$ cat src/rtl/gal22v10_bus_arbiter_pkg.sv
// arb_pkg: shared constants, state encoding and helpers for the GAL22V10 bus arbiter
package arb_pkg;
    localparam int ARB_N_REQ = 4;
    localparam int HOLD_W    = 8;

    typedef enum logic [1:0] {
        IDLE  = 2'd0,
        GRANT = 2'd1,
        TURN  = 2'd2
    } arb_state_e;

    function automatic logic [ARB_N_REQ-1:0] req_bit(input logic [1:0] idx);
        return ARB_N_REQ'(1) << idx;
    endfunction
endpackage

$ cat src/rtl/gal22v10_bus_arbiter_rr_pick.sv
// rr_pick: round-robin winner search starting one past the last owner
module rr_pick
    import arb_pkg::*;
(
    input  logic [ARB_N_REQ-1:0] i_pend,
    input  logic [1:0]           i_last,
    output logic                 o_valid,
    output logic [1:0]           o_win
);
    // Walk from farthest to nearest so the nearest pending index is assigned last
    always_comb begin
        o_valid = |i_pend;
        o_win   = i_last;
        for (int k = ARB_N_REQ; k >= 1; k--)
            if (i_pend[i_last + 2'(k)]) o_win = i_last + 2'(k);
    end
endmodule

$ cat src/rtl/gal22v10_bus_arbiter.sv
// gal22v10_bus_arbiter: pin-level GAL22V10 round-robin arbiter for four backplane requesters
module gal22v10_bus_arbiter
    import arb_pkg::*;
#(
    parameter int MAX_HOLD    = 16,
    parameter int TURN_CYCLES = 1
) (
    input  logic port1,
    input  logic port2,
    input  logic port3,
    input  logic port4,
    input  logic port5,
    input  logic port6,
    input  logic port7,
    input  logic port8,
    input  logic port9,
    input  logic port10,
    input  logic port11,
    input  logic port12,
    input  logic port13,
    output logic port14,
    output logic port15,
    output logic port16,
    output logic port17,
    output logic port18,
    output logic port19,
    output logic port20,
    output logic port21,
    output logic port22,
    output logic port23,
    input  logic port24
);
    arb_state_e           r_state;
    logic [3:0]           r_gnt_n;
    logic [1:0]           r_owner;
    logic [1:0]           r_last;
    logic [1:0]           r_turn;
    logic [HOLD_W-1:0]    r_hold;
    logic                 r_busy_n;
    logic                 r_tout_n;
    logic [ARB_N_REQ-1:0] w_pend;
    logic                 w_valid;
    logic [1:0]           w_win;
    logic                 w_inc;
    logic                 w_rel;
    logic                 w_tmo;
    logic                 w_arb;
    logic                 w_unused;

    assign w_pend   = ~{port6, port5, port4, port3};
    assign w_inc    = |(w_pend & ~req_bit(r_owner)) & port7;
    assign w_rel    = ~w_pend[r_owner];
    assign w_tmo    = (MAX_HOLD != 0) && (r_hold == HOLD_W'(MAX_HOLD - 1)) && w_inc;
    // Arbitration happens in IDLE and on the final turnaround cycle
    assign w_arb    = (r_state != TURN) || (r_turn <= 2'd1);
    assign w_unused = ^{port8, port9, port10, port11, port12, port13, port24};

    rr_pick u_pick (
        .i_pend  (w_pend),
        .i_last  (r_last),
        .o_valid (w_valid),
        .o_win   (w_win)
    );

    always_ff @(posedge port1 or negedge port2) begin
        if (!port2) begin
            r_state  <= IDLE;
            r_gnt_n  <= '1;
            r_owner  <= '0;
            r_last   <= 2'd3;
            r_turn   <= '0;
            r_hold   <= '0;
            r_busy_n <= 1'b1;
            r_tout_n <= 1'b1;
        end else begin
            r_tout_n <= 1'b1;
            if (r_state == GRANT) begin
                if (w_rel || w_tmo) begin
                    r_gnt_n  <= '1;
                    r_busy_n <= 1'b1;
                    r_state  <= TURN;
                    r_turn   <= 2'(TURN_CYCLES);
                    r_hold   <= '0;
                    r_tout_n <= w_rel;
                end else
                    r_hold <= w_inc ? r_hold + HOLD_W'(r_hold != '1) : '0;
            end else if (!w_arb)
                r_turn <= r_turn - 2'd1;
            else if (w_valid) begin
                r_gnt_n  <= ~req_bit(w_win);
                r_owner  <= w_win;
                r_last   <= w_win;
                r_busy_n <= 1'b0;
                r_state  <= GRANT;
            end else
                r_state <= IDLE;
        end
    end

    assign {port17, port16, port15, port14} = r_gnt_n;
    assign {port19, port18}                 = r_owner;
    assign port20                           = r_busy_n;
    assign port21                           = r_tout_n;
    assign port22                           = 1'b1;
    assign port23                           = 1'b1;
endmodule

$ cat config.mk
export PLATFORM = sky130hd
export DESIGN_NAME = gal22v10_bus_arbiter
export DESIGN_NICKNAME = d
export VERILOG_FILES = /design/src/rtl/gal22v10_bus_arbiter_pkg.sv /design/src/rtl/gal22v10_bus_arbiter_rr_pick.sv /design/src/rtl/gal22v10_bus_arbiter.sv
export SDC_FILE = /design/constraint.sdc
export NUM_CORES = 1
export LEC_CHECK = 0
export CAP_MARGIN = 15
export CORE_MARGIN = 2
export CORE_UTILIZATION = 29
export DETAILED_ROUTE_END_ITERATION = 12
export PLACE_DENSITY = 0.58
export REMOVE_ABC_BUFFERS = 1
export SKIP_LAST_GASP = 1
export SLEW_MARGIN = 20
export SYNTH_ARGS = -nofsm -noshare
export SYNTH_HDL_FRONTEND = slang
export SYNTH_SLANG_ARGS = --single-unit
$ cat constraint.sdc
create_clock -name port1 -period 4.2 [get_ports port1]
set_input_delay 0.84 -clock port1 [delete_from_list [all_inputs] [get_ports port1]]
set_output_delay 0.84 -clock port1 [all_outputs]
set_load 0.02 [all_outputs]
==> flow_summary.yaml <==
synthesis:
  yosys_warnings: 0
  synth_fa_ha_area_share_pct: 2.99
  synth.avg_cell_area_um2: 9.80
  synth_top_family_by_area: "simple AND/OR/NAND/NOR gates"
  netlist.area_leader.share_pct: 27.9
  ys_async_sr_fraction_pct: 100
  yosysSeqAreaShare_pct: 44.7
  ys.flop_type: "dfrtp_1"
  synth-xor-area-share_pct: 3.49
  synth_compound_area_share_pct: 16.2
  yosysMostFrequentCell: "nor2_1"
  yosys-top-cells-count: "17 x nor2_1, 14 x dfrtp_1, 9 x nand2_1"
  synth-edff-count: 0
  ys_types: 46
  synth_top_area_cell: "dfrtp_1"
  synth_area_leaders: "dfrtp_1 28%, dfstp_2 17%, nor2_1 5.1%"
  synthSimpleGateAreaFrac_pct: 26.5
  synth_mux_area_share_pct: 2.59
  yosys_register_bits: 22
  synthCells: 128
  synth_area_um2: 1250
sta:
  slew_viol_final: 0
  relSlewSlack_pct: 60.3
  fmax_mhz: 381
  finalCriticalPeriod_ns: 2.62
  grt_setup_unrepaired: "false"
  fin_worst_skew_ns: 0.00393
  setup_viol: 0
  timing.hold.ws_ns: 0.466
  fin_setup_tns_ns: 0
  period_share_pct: 62.5
  hold_viol_final: 0
  worstMarginPinSlew_ns: 0.596
outcome:
  outcome: "complete, no violations"
route:
  wl_per_cell_um: 14.2
  wl_mm: 2.74
  wl_met3_um: 69
  firstDrtPassIters: 4
  vias_per_cell: 5.26
  wl_met2_mm: 1.27
  drtIter0Drc: 121
  topRoutingLayerUsed: "met4"
  wl_met1_mm: 1.36
  vias: 1015
  antenna_left: 0
  drc: 0
die:
  rows: 23
  dieWidth_um: 69.8
  initial_utilization_pct: 30.7
  coreArea_um2: 4090
  io_pins: 24
  die_h_um: 69.8
  dieArea_um2: 4870
min_path:
  hold-path-cell-count: 2
  min_to: "port20"
  hp-start: "port20"
  hold_class: "reg2reg"
cells_and_area:
  num-nets-final: 161
  final_core_util_pct: 36.8
  syn_to_final_growth_pct: 19.9
  fillCellCount: 416
  drive_above_1_share_pct: 14.7
  fin_area_um2: 1510
  diodes: 0
clock_tree:
  cts_buffers: 3
  cts_setup_buffers: 0
  clk_pin_slew_ns: 0.09
  clock_path_buffers: 2
  insertion_delay_ns: 0.26
  cts_tree: "yes"
  holdBufCountCts: 0
  clkSinkCount: 22
  cts-root-buf: "clkbuf_8"
  htree_levels: 1
  postCtsResizedCells: 0
power_and_ir_drop:
  switching_share_pct: 37.8
  power_frac_seq_pct: 37.2
  power.switching_mw: 0.345
  p_clk_share_pct: 21.9
  internal_power_mw: 0.568
  power.density_nw_per_um2: 607
  peakVddDrop_v: 0.000165
  total_power_mw: 0.913
  p_comb_share_pct: 40.9
  power_leakage_nw: 0.594
worst_setup_path:
  worst-r2r-setup-slack_ns: 2.18
  timing.rr.start: "r_owner[1]"
  r2r_end: "r_hold[1]"
  rr_worst_depth: 4
  crit_fanout: 7
  path_class: "in2reg"
  arrival_ns: 2.83
  crit_path_start_kind: "input pin"
  crit_path_end_kind: "flop"
  worstPathRequired_ns: 4.40
global_route:
  grt_max_degree: 23
  gr-usage-all-layers_pct: 11.3
  grt_pass1_vias: 942
  grt_pass1_wl_mm: 4.46
  antenna_found_initial: 0
  grt-ovfl-total: 0
placed_design:
  io_buffers: 14
  place_area_um2: 1440
  hpwl_mm: 1.95
  place_congestion: 0.872
run:
  cap_violations: 0
## worst max path at each step
stage,from,endpoint,slack (ns),cells after the start
floorplan,port6,r_hold[1],2.04,4
global route,port6,r_hold[1],1.51,5
global placement,port6,r_hold[1],1.30,5
CTS,port6,r_hold[1],1.61,5
detailed placement,port3,r_hold[1],1.34,5
finish,port6,r_hold[1],1.58,5
## sequential cells by signal, indices dropped and copies added (netlist names)
register  flops
port20        1
port21        1
r_gnt_n       4
r_hold        8
r_last        2
r_owner       2
r_state       2
r_turn        2
## final cells by class
class	instances	area [um2]	share of cell area [%]
Multi-Input combinational cell	98	657	43.6
Sequential cell	22	561	37.2
Timing Repair Buffer	14	135	8.98
Tap cell	50	62.6	4.16
Clock buffer	3	41.3	2.74
Clock inverter	1	30.0	2.00
Inverter	5	18.8	1.25
## placed cells by master, fill, tap and decap left out, types with 4 or more instances in the layout
cell / count
a21oi_1: 7
a32oi_1: 4
clkdlybuf4s50_1: 13
dfrtp_1: 14
dfstp_2: 8
inv_1: 5
nand2_1: 9
nand2b_1: 5
nand3_1: 4
nor2_1: 17
nor4_1: 4
## kinds of logic (layout without fill, tap and decap cells)
| family | count (synthesis) | in the layout |
|---|---|---|
| simple gates | 60 | 60 |
| compound gates | 26 | 26 |
| flops | 22 | 22 |
| buf+inv | 9 | 23 |
| xor+xnor | 5 | 5 |
| fa+ha+maj | 3 | 3 |
| mux | 2 | 2 |
| other cells | 1 | 2 |
## worst max-delay path, cell delays in order
cell and delay (ns):
clkdlybuf4s50_1 0.51, mux4_2 0.56, nand2b_1 0.20, nor4_1 0.47
a221o_2 0.24
## metrics by stage
step                      setup slack [ns]  std cells
after global routing                  1.51        193
after floorplan                       2.04        125
after detailed placement              1.34        189
after global placement                1.30        189
after CTS                             1.61        193
final                                 1.58        193
## power groups by stage
stage          clock network [mW]  registers [mW]  logic [mW]
6_report                    0.200           0.340       0.374
5_1_grt                     0.214           0.349       0.403
3_5_place_dp                    0           0.342       0.369
2_1_floorplan                   0           0.361       0.223
3_3_place_gp                    0           0.338       0.364
4_1_cts                     0.208           0.340       0.371
## per-layer routing
| layer | vias up | global-route usage, % |
|---|---|---|
| met2 | 9 | 17.6 |
| met3 | 4 | 2.91 |
| li1 | 499 | - |
| met1 | 503 | 14.8 |
| met5 | - | 0 |
| met4 | 0 | 4.49 |
(Power assumes the default switching activity.)
